### src/rtl/alu_arbiter.sv
// Round-robin arbiter that shares one combinational ALU between two requesters,
// with registered ALU operands and a single id-tagged, registered response channel.
module alu_arbiter #(
  parameter int DataWidth     = 8,
  parameter int NumOpCodeBits = 5,
  parameter int ParamBits     = 8,
  parameter int NumStatusBits = 2
) (
  input  logic                     clk,
  input  logic                     rst_n,
  input  logic                     req0_valid,
  output logic                     req0_ready,
  input  logic [NumOpCodeBits-1:0] req0_opcode,
  input  logic [DataWidth-1:0]     req0_op1,
  input  logic [DataWidth-1:0]     req0_op2,
  input  logic [ParamBits-1:0]     req0_param,
  input  logic                     req1_valid,
  output logic                     req1_ready,
  input  logic [NumOpCodeBits-1:0] req1_opcode,
  input  logic [DataWidth-1:0]     req1_op1,
  input  logic [DataWidth-1:0]     req1_op2,
  input  logic [ParamBits-1:0]     req1_param,
  output logic                     rsp_valid,
  input  logic                     rsp_ready,
  output logic                     rsp_id,
  output logic [DataWidth-1:0]     rsp_result,
  output logic [NumStatusBits-1:0] rsp_status,
  output logic [NumOpCodeBits-1:0] alu_opcode,
  output logic [DataWidth-1:0]     alu_operand1,
  output logic [DataWidth-1:0]     alu_operand2,
  output logic [ParamBits-1:0]     alu_param,
  input  logic [DataWidth-1:0]     alu_result,
  input  logic [NumStatusBits-1:0] alu_status
);

  typedef enum logic [1:0] {
    IDLE = 2'd0,
    EXEC = 2'd1,
    RESP = 2'd2
  } state_t;

  state_t state, state_next;
  logic   last_grant;
  logic   id_p0;
  logic   grant0, grant1;

  always_ff @(posedge clk or negedge rst_n) begin
    if (!rst_n) begin
      state <= IDLE;
    end else begin
      state <= state_next;
    end
  end

  always_comb begin
    state_next = state;
    case (state)
      IDLE:    if (grant0 || grant1) state_next = EXEC;
      EXEC:    state_next = RESP;
      RESP:    if (rsp_ready) state_next = IDLE;
      default: state_next = IDLE;
    endcase
  end

  // On a tie the requester that did not win last time gets the ALU.
  always_comb begin
    grant0 = 1'b0;
    grant1 = 1'b0;
    if (state == IDLE) begin
      if (req0_valid && req1_valid) begin
        grant0 = last_grant;
        grant1 = !last_grant;
      end else begin
        grant0 = req0_valid;
        grant1 = req1_valid;
      end
    end
  end

  assign req0_ready = grant0;
  assign req1_ready = grant1;

  // Grant stage: operands latched toward the ALU; EXEC stage: ALU output captured.
  always_ff @(posedge clk or negedge rst_n) begin
    if (!rst_n) begin
      alu_opcode   <= '0;
      alu_operand1 <= '0;
      alu_operand2 <= '0;
      alu_param    <= '0;
      id_p0        <= 1'b0;
      last_grant   <= 1'b1;
      rsp_valid    <= 1'b0;
      rsp_id       <= 1'b0;
      rsp_result   <= '0;
      rsp_status   <= '0;
    end else begin
      if (grant0 || grant1) begin
        alu_opcode   <= grant1 ? req1_opcode : req0_opcode;
        alu_operand1 <= grant1 ? req1_op1    : req0_op1;
        alu_operand2 <= grant1 ? req1_op2    : req0_op2;
        alu_param    <= grant1 ? req1_param  : req0_param;
        id_p0        <= grant1;
        last_grant   <= grant1;
      end
      if (state == EXEC) begin
        rsp_result <= alu_result;
        rsp_status <= alu_status;
        rsp_id     <= id_p0;
        rsp_valid  <= 1'b1;
      end else if (state == RESP && rsp_ready) begin
        rsp_valid <= 1'b0;
      end
    end
  end

endmodule

### config.mk
export PLATFORM = sky130hd
export DESIGN_NAME = alu_arbiter
export DESIGN_NICKNAME = d
export VERILOG_FILES = /design/src/rtl/alu_arbiter.sv
export SDC_FILE = /design/constraint.sdc
export NUM_CORES = 1
export LEC_CHECK = 0
export CAP_MARGIN = 20
export CELL_PAD_IN_SITES_DETAIL_PLACEMENT = 0
export CELL_PAD_IN_SITES_GLOBAL_PLACEMENT = 1
export CORE_ASPECT_RATIO = 1.4
export CORE_MARGIN = 5
export CORE_UTILIZATION = 31
export CTS_BUF_LIST = sky130_fd_sc_hd__clkbuf_4
export CTS_CLUSTER_SIZE = 25
export DETAILED_ROUTE_END_ITERATION = 6
export PLACE_DENSITY_LB_ADDON = 0.25
export SETUP_SLACK_MARGIN = 0.15
export SYNTH_ARGS = -nofsm -noshare
export SYNTH_HDL_FRONTEND = slang
export SYNTH_SLANG_ARGS = --single-unit
export TNS_END_PERCENT = 1
### constraint.sdc
create_clock -name clk -period 3.2 [get_ports clk]
set_input_delay 0.32 -clock clk [delete_from_list [all_inputs] [get_ports clk]]
set_output_delay 0.32 -clock clk [all_outputs]
set_load 0.03 [all_outputs]
==> results.cfg <==
[outcome]
outcome = finished, final reports clean

[critical_path]
critPathArrivalTime_ns = 2.09
crit_fanout = 3
cp-end-kind = primary output
crit_type = in2out
regToRegStartpoint = state[0]$_DFFE_PN0P_
crit_required_ns = 2.88
cp-start-kind = input pin
startpoint = req1_valid

[finish]
final_layout_size_suffix_gt1_frac = 0.112
finish.instance_area_mm2 = 0.00321
final_nets = 333
final_common_cell = clkdlybuf4s50_1
final_util = 0.540
antenna_cells = 0
layout_common_cells = 114 x clkdlybuf4s50_1, 44 x dfrtp_1, 29 x and3_1, 29 x a221o_1, 11 x mux2_2
final_cells = 330
area_delta_synth_final_pct = 68.1

[floorplan]
rows = 33
coreArea_mm2 = 0.00595
fp.dieW_um = 76.4
initial_core_util = 0.321
fp.dieH_um = 103
die-area_mm2 = 0.00786
io_pins = 116

[clocking]
clkSinkCount = 45
tritoncts = done
clock_path_buffers = 2
path_clk_slew_ns = 0.12
root_buffer = clkbuf_4
cts_resized = 0
clk_latency_ns = 0.34
h-tree-depth = 2
cts_buffers = 5

[synthesis]
synth-edff-count = 0
ys.flop_type = dfrtp_1
async_flop_share = 1.00
synth_seq_area_share = 0.590
ys.warnings.count = 0
synth_top_cell_by_area = dfrtp_1
syn_area_mm2 = 0.00191
syn_inst = 145
ys_top_cells_by_area = dfrtp_1 58%, a221o_1 15%, and3_1 9.5%, mux2_2 6.5%, buf_6 1.8%
synth.avg_cell_area_um2 = 13.2
post_synth_num_cell_types = 21
syn_nets = 218
ys_ff_latch = 45
synth_top_area_frac = 0.576

[global_route]
grt_max_degree = 46
overflow = 0
antenna_found_initial = 0
grtUsageTotal = 0.139
grt_pass1_wl_um = 8720
grt_pass1_vias = 1732

[timing]
setup_ws_ns = 0.787
hold_violations = 0
skew_ns = 0.0126
finalMaxSlewViolations = 0
fmax_ghz = 0.414
fin_crit_sh = 0.754
slew_headroom = 0.347
setup_violations = 0
rsz0062_at_grt = no
hold_slack_ns = 0.377
fin_crit_ns = 2.41
fin_tns_setup_ns = 0
worst_pin_slew_ns = 0.978

[power_and_ir_drop]
static-leakage-power_nw = 1.44
p_total_mw = 3.20
powerDensity_mw_per_mm2 = 997
vdd_ir_drop_max_v = 0.000466

[flow_run]
maxCapViolCount = 0

[placement]
postPlaceCellArea_mm2 = 0.00311
gp_congestion = 0.696
place_inst = 321
io_buffers = 115
preCtsSetupSlack_ns = 0.777
place_hpwl_um = 3990

[worst_hold_path]
hp-class = in2async

[route]
drc = 0
drt_pass1_iterations = 4
dr_total_vias = 1667
routed_via_density = 5.05
finalWirelength_um = 5590
drtIter0Drc = 73
drtAntennaViolNets = 0
wire_per_inst_um = 17.0
[Yosys cell counts (2+ instances only)]
cell type	n
dfrtp_1	44
a221o_1	29
and3_1	29
mux2_2	11
clkbuf_1	8
buf_6	3
inv_1	3
nor2_1	3
a21o_1	2
o21ai_0	2
[worst paths after layout]
| check | end | cells after the start | slack [ns] |
|---|---|---|---|
| setup / recovery | req1_ready | 4 | 0.79 |
| hold / removal | rsp_result[0]$_DFFE_PN0P_ | 2 | 0.38 |
| min in group clk | id_p0$_DFFE_PN0P_ | 1 | 0.49 |
| setup reg to reg | rsp_status[1]$_DFFE_PN0P_ | 2 | 1.40 |
| hold reg to reg | id_p0$_DFFE_PN0P_ | 1 | 0.49 |
| max in group asynchronous | last_grant$_DFFE_PN1P_ | 3 | 2.28 |
[worst max-delay path: stages]
cell and delay (ns):
clkdlybuf4s50_1 0.52, or3b_4 0.42, a21oi_4 0.13, clkdlybuf4s50_1 0.71
[metal layers]
layer / wire length (um) / global-route usage / vias up
met2: 2780 / 0.230 / 79
met3: 486 / 0.0516 / 5
met1: 2270 / 0.170 / 792
met5: 0 / 0 / -
met4: 63 / 0.0417 / 0
li1: - / - / 791
[kinds of logic after synthesis]
family                 count (synthesis)  share of synthesized area
AND/OR/NAND/NOR                       37                      0.119
multiplexers                          12                     0.0701
flip-flops                            45                      0.590
AO/OA/AOI/OAI                         35                      0.176
buffers and inverters                 16                     0.0445
[state kept, by name, summed over array words and instances, names as in the netlist]
register      flops
alu_opcode        5
last_grant        1
rsp_valid         1
state             2
rsp_id            1
alu_operand1      8
alu_operand2      8
rsp_result        8
rsp_status        2
id_p0             1
alu_param         8
[power breakdown]
group	total, mW	switching [mW]	internal (mW)
logic	1.85	0.978	0.868
registers	1.03	0.171	0.856
clock network	0.330	0.170	0.159
[final cells by class]
type / count / area (um2)
Fill cell: 552 / 2730
Timing Repair Buffer: 121 / 1210
Sequential cell: 45 / 1130
Multi-Input combinational cell: 84 / 707
Tap cell: 70 / 87.6
Clock buffer: 5 / 37.5
Clock inverter: 2 / 35.0
Inverter: 3 / 11.3
[timing repair]
item,in CTS,in global routing
hold buffers,0,1
setup buffers,0,0
endpoints found under the hold margin,0,11
Power figures use the tool's default switching activity.
